==> src/rtl/traffic_lamp_driver.sv <==
// Lamp driver for the intersection sequencer: phase decode, walker blink and countdown.
// Define TRAFFIC_CONFLICT_MON_EN to build in the conflict monitor and sticky FAULT state.
module traffic_lamp_driver #(
    parameter int WALK_TICKS   = 20,
    parameter int BLINK_HALF   = 4,
    parameter int FAULT_CYCLES = 2
) (
    input  logic       clk,
    input  logic       reset,
    input  logic       i_tick,
    input  logic [2:0] i_h_car,
    input  logic [2:0] i_v_car,
    input  logic [2:0] i_h_walker,
    input  logic [2:0] i_v_walker,
    output logic [3:0] o_h_car_lamp,
    output logic [3:0] o_v_car_lamp,
    output logic [1:0] o_h_walker_lamp,
    output logic [1:0] o_v_walker_lamp,
    output logic [4:0] o_h_walk_cnt,
    output logic [4:0] o_v_walk_cnt,
    output logic       o_fault
);
    localparam logic [2:0] C_RED   = 3'd0;
    localparam logic [2:0] C_GREEN = 3'd1;
    localparam logic [2:0] C_YEL   = 3'd2;
    localparam logic [2:0] C_LEFT  = 3'd3;
    localparam logic [2:0] C_TWINK = 3'd4;
    localparam int         BW      = (BLINK_HALF > 1) ? $clog2(BLINK_HALF) : 1;
    localparam logic [4:0] WALK_LD = 5'(WALK_TICKS);

    typedef enum logic {NORMAL, FAULT} state_t;

    function automatic logic [3:0] car_dec(input logic [2:0] c);
        logic [3:0] l;
        l = 4'b1000;
        unique case (1'b1)
            c == C_YEL:   l = 4'b0100;
            c == C_GREEN: l = 4'b0010;
            c == C_LEFT:  l = 4'b0001;
            default:      l = 4'b1000;
        endcase
        return l;
    endfunction

    function automatic logic [1:0] walk_dec(input logic [2:0] w, input logic ph);
        logic [1:0] l;
        l = 2'b10;
        unique case (1'b1)
            w == C_GREEN: l = 2'b01;
            w == C_TWINK: l = {1'b0, ph};
            default:      l = 2'b10;
        endcase
        return l;
    endfunction

    function automatic logic walk_act(input logic [2:0] w);
        return (w == C_GREEN) || (w == C_TWINK);
    endfunction

    function automatic logic [4:0] walk_nx(input logic act, input logic act_q,
                                           input logic tick, input logic [4:0] cnt);
        logic [4:0] n;
        n = 5'd0;
        if (act && !act_q)
            n = WALK_LD;
        else if (act && tick && cnt != 5'd0)
            n = cnt - 5'd1;
        else if (act)
            n = cnt;
        return n;
    endfunction

    logic [BW-1:0] blink_cnt;
    logic          blink_ph;
    logic          h_act_q, v_act_q;
    state_t        state_nx;

`ifdef TRAFFIC_CONFLICT_MON_EN
    localparam int CW = $clog2(FAULT_CYCLES + 1);

    function automatic logic car_ok(input logic [2:0] c);
        return c <= C_LEFT;
    endfunction

    function automatic logic walker_ok(input logic [2:0] w);
        return (w == C_RED) || (w == C_GREEN) || (w == C_TWINK);
    endfunction

    state_t        state;
    logic [CW-1:0] conf_cnt, conf_cnt_nx;
    logic          conflict;

    always_comb begin
        conflict = ((i_h_car != C_RED) && (i_v_car != C_RED))
                || ((i_h_car != C_RED) && (i_h_walker != C_RED))
                || ((i_v_car != C_RED) && (i_v_walker != C_RED))
                || !car_ok(i_h_car) || !car_ok(i_v_car)
                || !walker_ok(i_h_walker) || !walker_ok(i_v_walker);
    end

    // A clean cycle always wins over reaching the threshold
    always_comb begin
        conf_cnt_nx = '0;
        state_nx    = state;
        if (conflict) begin
            if (conf_cnt == CW'(FAULT_CYCLES))
                conf_cnt_nx = conf_cnt;
            else
                conf_cnt_nx = conf_cnt + 1'b1;
            if (conf_cnt_nx == CW'(FAULT_CYCLES))
                state_nx = FAULT;
        end
    end

    always_ff @(posedge clk) begin
        if (reset) begin
            state    <= NORMAL;
            conf_cnt <= '0;
        end else begin
            state    <= state_nx;
            conf_cnt <= conf_cnt_nx;
        end
    end
`else
    assign state_nx = NORMAL;
`endif

    logic [3:0] h_car_nx, v_car_nx;
    logic [1:0] h_wlk_nx, v_wlk_nx;
    logic [4:0] h_cnt_nx, v_cnt_nx;

    always_comb begin
        h_car_nx = car_dec(i_h_car);
        v_car_nx = car_dec(i_v_car);
        h_wlk_nx = walk_dec(i_h_walker, blink_ph);
        v_wlk_nx = walk_dec(i_v_walker, blink_ph);
        h_cnt_nx = walk_nx(walk_act(i_h_walker), h_act_q, i_tick, o_h_walk_cnt);
        v_cnt_nx = walk_nx(walk_act(i_v_walker), v_act_q, i_tick, o_v_walk_cnt);
        if (state_nx == FAULT) begin
            h_car_nx = {1'b0, blink_ph, 2'b00};
            v_car_nx = {1'b0, blink_ph, 2'b00};
            h_wlk_nx = 2'b10;
            v_wlk_nx = 2'b10;
            h_cnt_nx = 5'd0;
            v_cnt_nx = 5'd0;
        end
    end

    always_ff @(posedge clk) begin
        if (reset) begin
            blink_cnt       <= '0;
            blink_ph        <= 1'b1;
            h_act_q         <= 1'b0;
            v_act_q         <= 1'b0;
            o_h_car_lamp    <= 4'b1000;
            o_v_car_lamp    <= 4'b1000;
            o_h_walker_lamp <= 2'b10;
            o_v_walker_lamp <= 2'b10;
            o_h_walk_cnt    <= 5'd0;
            o_v_walk_cnt    <= 5'd0;
            o_fault         <= 1'b0;
        end else begin
            if (blink_cnt == BW'(BLINK_HALF - 1)) begin
                blink_cnt <= '0;
                blink_ph  <= ~blink_ph;
            end else begin
                blink_cnt <= blink_cnt + 1'b1;
            end
            h_act_q         <= walk_act(i_h_walker);
            v_act_q         <= walk_act(i_v_walker);
            o_h_car_lamp    <= h_car_nx;
            o_v_car_lamp    <= v_car_nx;
            o_h_walker_lamp <= h_wlk_nx;
            o_v_walker_lamp <= v_wlk_nx;
            o_h_walk_cnt    <= h_cnt_nx;
            o_v_walk_cnt    <= v_cnt_nx;
            o_fault         <= (state_nx == FAULT);
        end
    end
endmodule

==> config.mk <==
export PLATFORM = sky130hd
export DESIGN_NAME = traffic_lamp_driver
export DESIGN_NICKNAME = d
export VERILOG_FILES = /design/src/rtl/traffic_lamp_driver.sv
export SDC_FILE = /design/constraint.sdc
export NUM_CORES = 1
export LEC_CHECK = 0
export CORE_AREA = 2 2 58 60
export DETAILED_ROUTE_END_ITERATION = 7
export DIE_AREA = 0 0 60 62
export GPL_TIMING_DRIVEN = 0
export HOLD_SLACK_MARGIN = 0.06
export SETUP_SLACK_MARGIN = 0.4
export SLEW_MARGIN = 5
export SYNTH_ARGS = -nofsm -noshare
export SYNTH_HDL_FRONTEND = slang
export SYNTH_SLANG_ARGS = --single-unit
==> constraint.sdc <==
create_clock -name clk -period 1.6 [get_ports clk]
set_clock_uncertainty 0.05 [all_clocks]
set_input_delay 0.32 -clock clk [delete_from_list [all_inputs] [get_ports clk]]
set_output_delay 0.32 -clock clk [all_outputs]
set_load 0.02 [all_outputs]
* Word-level counts from Yosys, hierarchy flattened *
Cells that the tools add are included.

word-level totals
  output and inout bits = 23
  input bits = 15
  register bits after elaboration = 27
  logic and storage cells = 56

cells by class
  eq/ne operators = 15
  reduce and logical (&&, ||, !) cells = 15
  $add $sub $neg = 3
  multiplexer cells = 10
  bitwise gates (word level) = 1

operator list
  operator                                                number
  two-way mux 5 bit                                       6
  case mux 4 bit (3 select lines)                         2
  equality test 3 x 1 -> 1 bit (second input constant)    4
  equality test 3 x 2 -> 1 bit (second input constant)    4
  nonzero test 5 bit                                      2
  subtractor 5 x 1 -> 5 bit (second input constant)       2
  case mux 2 bit (2 select lines)                         2
  equality test 3 bit (second input constant)             2
  logical AND 1 bit                                       6
  inequality test 3 x 1 -> 1 bit (second input constant)  2
  OR reduction 2 bit                                      3
  inequality test 2 x 1 -> 1 bit (second input constant)  2
  adder 2 x 1 -> 2 bit (second input constant)            1
  equality test 2 bit (second input constant)             1
  zero test 1 bit                                         2
  logical OR 1 bit                                        2
  inverter 1 bit                                          1

* Depth between registers and ports, before layout *
  word-level depth = 6
  depth in mapped cells = 5

* Worst setup path after synthesis *
Ideal clock, no wire load.

  kind = flip-flop to flip-flop
  from = reg o_h_walk_cnt[0]
  to = reg o_h_walk_cnt[0]
  setup slack = 0.085 ns
  arrival time = 1.395 ns
  period minus slack after synthesis = 1.515 ns
  stages on the path, launching flop included = 6
  cell sequence = dfxtp_1 > inv_1 > ha_1 > or4b_4 > a21o_1 > a21oi_1

on the way
  word-level cells in the longest chain between the ends = 3
  elaborated cells on any way between the ends = 5

RTL lines
  item                                                                               RTL line  text
  start: declaration                                                                 19        output logic [4:0] o_h_walk_cnt,
  start signal: assignment                                                           175       o_h_walk_cnt <= h_cnt_nx;
  parallel branches: the longest is 3 deep, another holds subtractor 5 x 1 -> 5 bit  -

Parallel ways; which one is timed is not known.
A chain may end at the register's enable or synchronous reset.

* Final worst setup path *
  from = reg o_v_walk_cnt[0]
  to = reg o_v_walk_cnt[1]

on the way
  word-level cells in the longest chain between the ends = 3
  elaborated cells on any way between the ends = 5

RTL lines
  item                                                                               RTL line  text
  start: declaration                                                                 20        output logic [4:0] o_v_walk_cnt,
  start signal: assignment                                                           176       o_v_walk_cnt <= v_cnt_nx;
  parallel branches: the longest is 3 deep, another holds subtractor 5 x 1 -> 5 bit  -

Parallel ways; which one is timed is not known.

==> key figures <==
Run status
  • Status: finished, final reports clean

Cells and area
  • Fin nets: 184
  • Area Growth Syn to Fin: 77.3%
  • Antenna cell count: 0
  • Layout cells sized above 1: between 50% and 60%

Worst setup path
  • Crit-path max cell delay: 490 ps
  • Stages on the worst setup path: 5
  • Crit-path cells: inv_4 -> ha_4 -> or4b_4 -> a21oi_1 -> a311oi_2
  • Reg2Reg Setup Slack: 130 ps
  • R2R cell count: 5
  • Worst EP required: 1760 ps
  • Critical path's top delay family: simple AND/OR/NAND/NOR gates
  • Critical path buffers and inverters: 1
  • Type of the worst setup path: reg2reg
  • Reg2reg end: o_v_walk_cnt[1]$_SDFFE_PP0P_
  • Crit path DAT: between 1500 and 2000 ps
  • Crit. End Element: flop
  • FF-to-FF Start: o_v_walk_cnt[0]$_SDFFE_PP0P_
  • CP Launch Type: flop
  • Max FO, Critical Path: 4
  • Highest-delay cell along the critical path: or4b_4

Power
  • Worst VDD drop: 0.000449 V
  • Seq pwr share: between 50 and 60%
  • Sw Share: 25.5%
  • Clock network power share: 23.9%
  • Gate power share: 17.7%
  • Switching power: between 0.3 and 0.4 mW
  • Int Pwr: 0.907 mW
  • Cell Pwr Density: between 600 and 700 nW/um^2
  • Leakage: 0.746 nW

Synthesis
  • Synth cell types: 26
  • Synth top cells by count: 27 x dfxtp_1, 10 x nand2_1, 10 x nor2_1
  • Syn Nets: 125
  • Synth warn: 0
  • Synth area leaders: dfxtp_1 53%, nand2b_1 4.3%, a21oi_1 3.9%, ha_1 3.7%, nand2_1 3.7%
  • FFs w/ async S/R, synth: 0%
  • Syn Std Cell Area: about 1000 um^2
  • Post-synth top area share: between 50% and 60%
  • Area leader, netlist: dfxtp_1
  • Post-synth EDFFs: 0
  • Syn_area_per_cell: 9.57 um^2
  • Most numerous cell in the Yosys netlist: dfxtp_1
  • Yosys reg bits: 27
  • Top_reg_cell synth: dfxtp_1
  • Register area share after synthesis: 52.8%
  • Synth Instances: 107

Floorplanning
  • Initial core utilization: between 30% and 40%
  • Die ar.: 3720 um^2
  • Core ar.: 3180 um^2
  • Row Count: 21
  • Die Span Y: 62 um
  • IO Pins: 38
  • Die X: 60 um

Global routing
  • First-pass GRT wire length: ~3600 um
  • Grt ovf: 0
  • Initial antenna violation count: 0
  • Pin count of the biggest net entering global routing: 15
  • GRT Overall Usage: 12.8%
  • Number of global-route vias before repair: 891

CTS
  • Htree depth: 1
  • Clk buf depth: 2
  • Clock Sinks: 27
  • CTS tree: yes
  • CTS root buffer: clkbuf_4
  • Hold Buf Count CTS: 0
  • Clk pin slew, worst setup/hold paths: 140 ps
  • CTS Buf Count: 3
  • Worst-Skew Late Latency: 320 ps

Detailed routing
  • DR WL/cell: between 10 and 15 um
  • Final ANT Viol Nets: 0
  • DR vias/cell: about 4.6
  • Drc violations: 0
  • Detailed Route WL: 2460 um
  • Iter 0 DRT Violations: 11
  • Vias: 962
  • Pre-Repair DR Iteration Count: 4

Timing
  • Final worst slack: 131 ps
  • Crit share post-route: 91.8%
  • Peak Freq: ~700 MHz
  • Max-slew violation count: 0
  • Minimum clock period: 1470 ps
  • RSZ-0062 raised after global routing: yes
  • Final hold vios: 0
  • Worst hold margin: ~390 ps
  • Final setup vio count: 0

Placement
  • Dpl ws: -210 ps
  • GP Congestion: 0.749
  • I/O Buffers: 36
  • DP HPWL: 1600 um

Hold path
  • HP Class: reg2reg
  • Hold Path Sink: blink_cnt[0]$_SDFF_PP0_
  • Hold Crit Depth: 1
  • Hold Path Origin: blink_cnt[0]$_SDFF_PP0_

Run
  • Max-Cap Viols: 0
through the flow:
step,area [um^2],TNS [ps],power [mW],util (%),cells
after floorplan,1070,0,0.817,-,107
after global placement,1490,-279,0.903,46.8,189
after detailed placement,1490,-372,0.908,46.8,189
after CTS,1600,0,1.20,50.3,206
after global routing,1810,0,1.29,57.1,211
final,1810,0,1.22,57.1,211
registers in the layout, summed over array words and instances (netlist names):
name / count
v_act_q: 1
o_h_walk_cnt: 5
blink_ph: 1
o_h_walker_lamp: 2
blink_cnt: 2
o_v_car_lamp: 4
o_h_car_lamp: 4
o_v_walk_cnt: 5
h_act_q: 1
o_v_walker_lamp: 2
cell type report:
type	count	area [um^2]
Inverter	6	30.0
Buffer	2	18.8
Sequential cell	27	587
Clock buffer	4	26.3
Multi-Input combinational cell	72	566
Tap cell	46	57.6
Fill cell	285	1370
Timing Repair Buffer	54	529
power by group through the flow:
stage / Sequential [mW] / Combinational, mW / Clock (mW)
floorplan: 0.746 / 0.0714 / 0
global placement: 0.726 / 0.177 / 0
CTS: 0.707 / 0.184 / 0.313
global route: 0.715 / 0.237 / 0.334
detailed placement: 0.727 / 0.181 / 0
finish: 0.710 / 0.216 / 0.291
repair_timing:
item,4_1_cts,5_1_grt
pin swaps,3,10
setup endpoints to repair,29,32
buffers inserted,13,5
gates resized for setup,123,52
routing by layer:
| layer | GRT usage, % | vias up | part of all wire [%] |
|---|---|---|---|
| met5 | 0 | - | 0 |
| met1 | 14.7 | 446 | 41 |
| met2 | 22.4 | 31 | 51 |
| met3 | 3.11 | 2 | 7.6 |
| li1 | - | 483 | - |
| met4 | 6.67 | 0 | 0.81 |
placed cells by master (no fill, tap or decap), types with 2 or more instances in the layout:
master,Yosys,routed
buf_6,0,25
buf_4,2,17
clkdlybuf4s50_1,0,13
dfxtp_1,27,10
dfxtp_4,0,10
nand2_1,10,8
nor2_1,10,8
nand2b_1,7,7
dfxtp_2,0,7
nand3b_1,4,4
nand3_1,4,4
a21oi_1,8,4
a21oi_2,0,4
inv_4,0,3
clkbuf_4,0,3
nor2_2,0,2
xor2_1,2,2
nor4b_4,0,2
inv_1,6,2
and3_1,2,2
or4b_4,2,2
a21o_1,2,2
a21boi_0,2,2
o21ai_0,2,2
ha_4,0,2
logic make-up after synthesis:
logic type	count (synthesis)	share of synthesized area, %
AOI/OAI and AO/OA	20	12.2
buffers and inverters	8	3.67
and+or+nand+nor	45	24.7
adders and majority gates	3	3.67
xor gates and xnor gates	3	2.57
other	1	0.366
DFF	27	52.8
how the worst max path moves through the flow:
| stage | startpoint | to | slack, ps |
|---|---|---|---|
| 2_1_floorplan | o_h_walk_cnt[1]$_SDFFE_PP0P_ | o_h_walk_cnt[0]$_SDFFE_PP0P_ | 200 |
| 4_1_cts | o_v_walk_cnt[3]$_SDFFE_PP0P_ | o_v_walk_cnt[3] | 150 |
| 3_5_place_dp | i_tick | o_v_walk_cnt[2]$_SDFFE_PP0P_ | -210 |
| 6_report | o_v_walk_cnt[0]$_SDFFE_PP0P_ | o_v_walk_cnt[1]$_SDFFE_PP0P_ | 130 |
| 5_1_grt | o_v_walk_cnt[0]$_SDFFE_PP0P_ | o_v_walk_cnt[1]$_SDFFE_PP0P_ | 70 |
| 3_3_place_gp | i_tick | o_v_walk_cnt[2]$_SDFFE_PP0P_ | -190 |
(Power assumes the default switching activity.)
